===== src/rtl/sdf_delay_stage_if.sv =====
// Sample-stream bundle for the SDF radix-2 delay/butterfly stage.
//
// Handshake: in_valid qualifies a for the current cycle and has no ready
// (the stage always accepts). out_valid qualifies y, y_tag and ovf for
// exactly one cycle per produced result. y and y_tag keep their last
// value while out_valid is low.
interface sdf_delay_stage_if #(
  parameter int N = 8
);
  logic                in_valid;
  logic signed [N-1:0] a;
  logic                out_valid;
  logic signed [N-1:0] y;
  logic                y_tag;
  logic                ovf;

  // Sample source / result sink side
  modport master (
    output in_valid, a,
    input  out_valid, y, y_tag, ovf
  );

  // Butterfly stage side
  modport slave (
    input  in_valid, a,
    output out_valid, y, y_tag, ovf
  );
endinterface


===== src/rtl/sdf_delay_stage.sv =====
// Single-path delay-feedback radix-2 butterfly stage.
// A block is 2*DEPTH samples. The first half of a block is stored in the
// delay line. The second half pairs with it to emit sums at once and to
// store the differences. Those differences drain while the next block fills.
module sdf_delay_stage #(
  parameter int N     = 8,
  parameter int DEPTH = 4,
  parameter int SCALE = 0
) (
  input  logic               clk,
  input  logic               clear,
  sdf_delay_stage_if.slave   bus
);

  localparam int CW = $clog2(DEPTH) + 1;

  // Sequencing state and the delay line. Entries are one bit wider than a
  // sample so that an unsaturated difference survives storage.
  logic [CW-1:0]     r_cnt;
  logic              r_primed;
  logic signed [N:0] r_dly [DEPTH];

  // Registered outputs
  logic signed [N-1:0] r_y;
  logic                r_y_tag;
  logic                r_out_valid;
  logic                r_ovf;

  logic                w_phase;
  logic signed [N:0]   w_dout;
  logic signed [N:0]   w_a_ext;
  logic signed [N:0]   w_sum;
  logic signed [N:0]   w_diff;
  logic signed [N:0]   w_fmt_in;
  logic signed [N:0]   w_push;
  logic signed [N-1:0] w_fmt_y;
  logic                w_sat;

  // The counter wraps at 2*DEPTH by plain overflow because DEPTH is a power
  // of two. Its MSB separates the fill half from the compute half.
  assign w_phase = r_cnt[CW-1];
  assign w_dout  = r_dly[DEPTH-1];
  assign w_a_ext = {bus.a[N-1], bus.a};
  assign w_sum   = w_dout + w_a_ext;
  assign w_diff  = w_dout - w_a_ext;

  // Route the sum (compute half) or the drained difference (fill half) to the
  // formatter. Route the new sample or the fresh difference into the line.
  assign w_fmt_in = w_phase ? w_sum  : w_dout;
  assign w_push   = w_phase ? w_diff : w_a_ext;

  // Reduce an N+1-bit result to N bits: saturate, or halve with floor
  always_comb begin
    w_sat   = 1'b0;
    w_fmt_y = w_fmt_in[N-1:0];
    if (SCALE != 0) begin
      w_fmt_y = w_fmt_in[N:1];
    end else if (w_fmt_in[N] != w_fmt_in[N-1]) begin
      w_sat   = 1'b1;
      w_fmt_y = w_fmt_in[N] ? {1'b1, {(N-1){1'b0}}} : {1'b0, {(N-1){1'b1}}};
    end
  end

  // Advance counter, delay line and outputs on every valid sample
  always_ff @(posedge clk or posedge clear) begin
    if (clear) begin
      r_cnt       <= '0;
      r_primed    <= 1'b0;
      r_y         <= '0;
      r_y_tag     <= 1'b0;
      r_out_valid <= 1'b0;
      r_ovf       <= 1'b0;
      for (int i = 0; i < DEPTH; i++) begin
        r_dly[i] <= '0;
      end
    end else begin
      r_out_valid <= 1'b0;
      r_ovf       <= 1'b0;
      if (bus.in_valid) begin
        r_cnt <= r_cnt + CW'(1);
        if (r_cnt == {CW{1'b1}}) begin
          r_primed <= 1'b1;
        end
        r_dly[0] <= w_push;
        for (int i = 1; i < DEPTH; i++) begin
          r_dly[i] <= r_dly[i-1];
        end
        if (w_phase) begin
          r_y         <= w_fmt_y;
          r_y_tag     <= 1'b0;
          r_out_valid <= 1'b1;
          r_ovf       <= w_sat;
        end else if (r_primed) begin
          r_y         <= w_fmt_y;
          r_y_tag     <= 1'b1;
          r_out_valid <= 1'b1;
          r_ovf       <= w_sat;
        end
      end
    end
  end

  assign bus.y         = r_y;
  assign bus.y_tag     = r_y_tag;
  assign bus.out_valid = r_out_valid;
  assign bus.ovf       = r_ovf;

endmodule


===== src/flat_wrapper.sv =====
// flat-port wrapper written by rule: the top's interface ports become plain ports
module sdf_delay_stage_flat 
#(
  parameter int N     = 8,
  parameter int DEPTH = 4,
  parameter int SCALE = 0
)
  (clk, clear, bus_in_valid, bus_a, bus_out_valid, bus_y, bus_y_tag, bus_ovf);
  sdf_delay_stage_if #(.N(N)) bus_i ();
  input  logic clk;
  input  logic clear;
  input wire logic [$bits(bus_i.in_valid)-1:0] bus_in_valid;
  input wire logic [$bits(bus_i.a)-1:0] bus_a;
  output wire logic [$bits(bus_i.out_valid)-1:0] bus_out_valid;
  output wire logic [$bits(bus_i.y)-1:0] bus_y;
  output wire logic [$bits(bus_i.y_tag)-1:0] bus_y_tag;
  output wire logic [$bits(bus_i.ovf)-1:0] bus_ovf;
  assign bus_i.in_valid = bus_in_valid;
  assign bus_i.a = bus_a;
  assign bus_out_valid = bus_i.out_valid;
  assign bus_y = bus_i.y;
  assign bus_y_tag = bus_i.y_tag;
  assign bus_ovf = bus_i.ovf;
  sdf_delay_stage #(.N(N), .DEPTH(DEPTH), .SCALE(SCALE)) u_core (.clk(clk), .clear(clear), .bus(bus_i));
endmodule

===== config.mk =====
export PLATFORM = sky130hd
export DESIGN_NAME = sdf_delay_stage_flat
export DESIGN_NICKNAME = d
export VERILOG_FILES = /design/src/rtl/sdf_delay_stage_if.sv /design/src/rtl/sdf_delay_stage.sv /design/src/flat_wrapper.sv
export SDC_FILE = /design/constraint.sdc
export NUM_CORES = 1
export LEC_CHECK = 0
export ABC_AREA = 1
export CORE_MARGIN = 1
export CORE_UTILIZATION = 30
export CTS_CLUSTER_SIZE = 24
export DETAILED_ROUTE_END_ITERATION = 7
export PLACE_DENSITY = 0.45
export SLEW_MARGIN = 20
export SYNTH_ARGS = -nofsm -noshare
export SYNTH_HDL_FRONTEND = slang
export SYNTH_SLANG_ARGS = --single-unit

===== constraint.sdc =====
create_clock -name clk -period 2.9 [get_ports clk]
set_clock_uncertainty 0.15 [all_clocks]
set_input_delay 0.58 -clock clk [delete_from_list [all_inputs] [get_ports clk]]
set_output_delay 0.58 -clock clk [all_outputs]
set_load 0.005 [all_outputs]

Word level (Yosys, flattened, before mapping)
Index checks and enable logic that the tools add are counted.
- memory bits (read-only): 0
- flip-flop bits (word level): 51
- latch bits: 0
- output and inout port bits: 11
- logic and storage cells: 33
- memories: 0
- input bits: 11
- memory bits (writable): 0
- eq/ne operators: 2
- reduce and logical (&&, ||, !) cells: 3
- multiplexer cells: 15
- bitwise logic cells: 0
- $add $sub $neg: 3
- magnitude comparators: 0
- shift operators: 0
- multipliers: 0
- div/mod/pow operators: 0
- operators by type and width (cell ; number):
    8-bit two-way mux ; 4
    9-bit two-way mux ; 2
    9-bit by 8-bit adder with 9-bit output ; 1
    1-bit two-way mux ; 9
    9-bit by 8-bit subtractor with 9-bit output ; 1
    2-bit AND reduction ; 2
    3-bit by 1-bit adder with 3-bit output (second input constant) ; 1
    3-bit == test (second input constant) ; 1
    2-bit nonzero test ; 1
    1-bit != test ; 1

Logic depth before layout (Yosys ltp)
- depth in word-level cells: 7
- gate-level depth with buffers: 16
- gate-level depth less buffers: 15

Worst setup path before layout
OpenSTA, ideal clock, no wires.
- path kind: input-to-reg
- from: input bus_a[0]
- to: register u_core.r_y[1] (netlist: u_core.bus.y[1])
- data required time: 2.680 ns
- setup slack: 0.729 ns
- arrival time: 1.952 ns
- library setup time: 0.070 ns
- cell stages on the path: 12
- buffers on the path: 0
- cells stage by stage: ha_1 > inv_1 > fa_1 > o21ai_2 > nand3_1 > nand2_1 > nand2_2 > nand2_1 > nand2_1 > nand2_2 > nand3_2 > nand3_1
- word-level cells in the longest chain between the ends: 6
- elaborated cells between the ends (all ways): 7
- classes of those cells: add/sub: 1; eq/ne: 1; mux: 5
- ends and longest elaborated chain (element ; RTL line ; source):
    from (decl) ; flat_wrapper.sv:13 ; input wire logic [$bits(bus_i.a)-1:0] bus_a;
    9-bit by 8-bit adder with 9-bit output * ; sdf_delay_stage.sv:44 ; assign w_sum = w_dout + w_a_ext;
    9-bit two-way mux * ; sdf_delay_stage.sv:49 ; assign w_fmt_in = w_phase ? w_sum : w_dout;
    8-bit two-way mux or 1-bit != test (tied branches) ; sdf_delay_stage.sv:60, sdf_delay_stage.sv:58 ;
    8-bit two-way mux * ; sdf_delay_stage.sv:58 ; end else if (w_fmt_in[N] != w_fmt_in[N-1]) begin
    8-bit two-way mux ; sdf_delay_stage.sv:93 ; end else if (r_primed) begin
    8-bit two-way mux * ; sdf_delay_stage.sv:88 ; if (w_phase) begin
    to (signal assigned) ; sdf_delay_stage.sv:89 ; r_y <= w_fmt_y;
    to (signal assigned) ; sdf_delay_stage.sv:94 ; r_y <= w_fmt_y;
    to (decl) ; sdf_delay_stage.sv:24 ; logic signed [N-1:0] r_y;
Mark *: on every way between the ends. The rest lies on a longest branch, timed or not. The select of a mux whose other input is x is not followed.
A chain may end at the register's enable or synchronous reset.

Worst setup path in the final report
- from: input bus_a[0]
- to: register u_core.r_y[2] (netlist: u_core.bus.y[2])
The elaborated chain is that of the path after synthesis.

==> run summary <==
top post-synthesis cells by area: dfrtp_1 (44%), nand2_1 (14%), ha_1 (7.7%)
Setup TNS: 0 ns
Starting Density: 31.31%
fmax: 0.3859 GHz
Synth top cells by count: nand2_1 (110), dfrtp_1 (51), inv_1 (39)
gate count of the mapped netlist: 369
worst path arrival time: 2.67 ns
top_reg_cell synth: dfrtp_1
synth unique cells: 30
ys async rst share: 100.0%
crit share post-route: 89.36%
syn_nets: 400
Worst-Skew Late Latency: 0.30 ns
post-CTS setup buffers: 0
setup slack after layout: 0.3087 ns
largest net degree at the start of global routing: 42
Worst R2R Setup Slack: 0.80 ns
RSZ-0062 raised after global routing: false
number of global-route vias before repair: 2319
Inst Count DP: 521
DRT Wirelength: 6581 um
max_cap viols: 0
Setup CP Type: in -> reg
Synth Area per Inst: 7.914 sq um
status: finished, final reports clean
sw frac: 38.38%
DR DRC count: 0
Max Root-Sink Buffers: 2
die area: 10130 sq um
Iteration-0 DRC Markers: 64
Die Y: 100.7 um
Register Area: 1276 sq um
DRT Pass-1 Iters: 4
Wirelength per Cell: 12.49 um
Clock Power Share: 15.1%
Switch Pwr: 0.9814 mW
Reg clk slew, reported paths: 0.09 ns
maximum fanout along the worst path: 6
Slew HR: 61.35%
Core Region: 9328 sq um
Cell Area, Synth: 2920 sq um
Non-Filler Instances: 527
via count: 2346
via/cell ratio: 4.452
initial antenna violation count: 0
TritonCTS buffer count: 5
RePlAce Congestion: 0.7613
CTS tree: yes
slew at the pin closest to its max-slew limit: 0.5789 ns
Crit. End Element: flop
Resized Gates After CTS: 0
Startpoint Class: input pin
Critical Path RT: 2.98 ns
Area Growth Syn to Fin: 17.44%
Ys Warns: 0
row count: 35
Fillers: 1018
total gr overflow: 0
Max VDD drop: 0.2980 mV
largest area contributor in the netlist: dfrtp_1
Finish-stage setup viols: 0
Reg power frac: 40.7%
I/O pin count: 22
area share of the largest cell type after synthesis: 43.70%
Comb pwr share: 44.2%
FF+latch count, synth: 51
IO Port Bufs: 21
static leakage power: 1.727 nW
EDFF count, synth: 0
Hold Slack: 0.3278 ns
Die X: 100.7 um
Placement Setup Slack: -0.02565 ns
first-pass GRT wire length: 11320 um
fin crit period: 2.591 ns
post-synthesis sequential area ratio: 43.70%
power per cell area: 745.6 nW/um^2
Clock Sinks: 51
Hold Buf Count CTS: 0
Hold Vio Cnt, Final: 0
Root Driver: clkbuf_8
Total GRT Usage: 14.35%
antenna cells: 0
HPWL Detailed: 4837 um
H-tree depth: 2
Hold Crit Class: reg -> reg
post-route ant nets: 0
nets@finish: 430
count leader, synth: nand2_1
Cell Int Power: 1.576 mW
area of the multi-input gates: 1400 sq um
Final Max Slew Viols: 0
layout cells sized above 1: 10.80%
[power by group through the flow]
stage | Sequential [mW] | Combinational, mW | Clock [mW]
3_3_place_gp | 1.05 | 1.14 | 0
5_1_grt | 1.07 | 1.30 | 0.437
3_5_place_dp | 1.06 | 1.14 | 0
2_1_floorplan | 1.04 | 0.763 | 0
4_1_cts | 1.04 | 1.15 | 0.411
6_report | 1.04 | 1.13 | 0.386
[cell type report]
class	instances	share of cell area (%)
tap	129	4.706
multi-input combinational	258	40.82
clock buffer	6	2.116
inverter	45	4.925
sequential	51	37.21
timing repair buffer	38	10.22
[cell families (layout without fill, tap and decap cells)]
logic type               count (synthesis)  after routing  share of synthesized area [%]
flip-flops                              51             51                          43.70
AND/OR/NAND/NOR                        168            168                          24.72
XOR/XNOR                                 7              7                          2.099
AO/OA/AOI/OAI                           63             63                          12.04
adder cells (fa/ha/maj)                 20             20                          9.083
buffers and inverters                   60             89                          8.355
[path summary, 6_finish.rpt]
kind,startpoint,endpoint,cells after the start
max in group asynchronous,clear,u_core.r_dly[13],3
worst max register to register,u_core.w_dout[0],u_core.bus.y[2],12
worst min-delay path,u_core.r_dly[21],u_core.r_dly[12],2
min in group asynchronous,clear,u_core.r_dly[18],2
worst max-delay path,bus_a[0],u_core.bus.y[2],13
worst min register to register,u_core.r_dly[21],u_core.r_dly[12],2
[sequential cells by signal, summed over array words and instances, names as in the netlist]
register / cells
u_core.bus.y: 8
u_core.w_dout: 9
u_core.bus.out_valid: 1
u_core.r_cnt: 3
u_core.bus.ovf: 1
u_core.r_primed: 1
u_core.bus.y_tag: 1
u_core.r_dly: 27
[critical path, stage by stage]
cell             delay (ns)
clkdlybuf4s50_1        0.53
ha_1                   0.20
inv_1                  0.06
fa_1                   0.40
o21ai_2                0.16
nand3_1                0.13
nand2_1                0.10
nand2_2                0.06
nand2_1                0.05
nand2_1                0.05
nand2_2                0.09
nand3_2                0.13
nand3_1                0.11
[metal layers]
metal	global-route usage [%]	routed length [um]
met3	2.566	160
met4	3.902	81
met2	23.87	3021
met5	0	0
met1	19.17	3318
[through the flow]
stage / area (sq um) / util (%) / power [mW]
2_1_floorplan: 2920 / - / 1.806
3_3_place_gp: 3357 / 35.99 / 2.193
3_5_place_dp: 3357 / 35.99 / 2.198
4_1_cts: 3430 / 36.77 / 2.603
5_1_grt: 3430 / 36.77 / 2.809
6_report: 3430 / 36.77 / 2.557
[cell usage in the layout, fill, tap and decap left out, types with 2 or more instances in the layout]
master           count
nand3_2              3
dfrtp_1             51
nand2_2              6
inv_2                7
xnor2_1              2
nand3_1             32
o21ai_0             33
clkbuf_8             5
xor2_1               5
o21bai_1             3
and2_1               2
ha_1                18
fa_1                 2
buf_4               16
nand2_1            110
a22oi_1              3
nor2_1              12
a21oi_1             18
clkdlybuf4s50_1     21
inv_1               38
No activity file was read; power rests on OpenSTA's default activity.
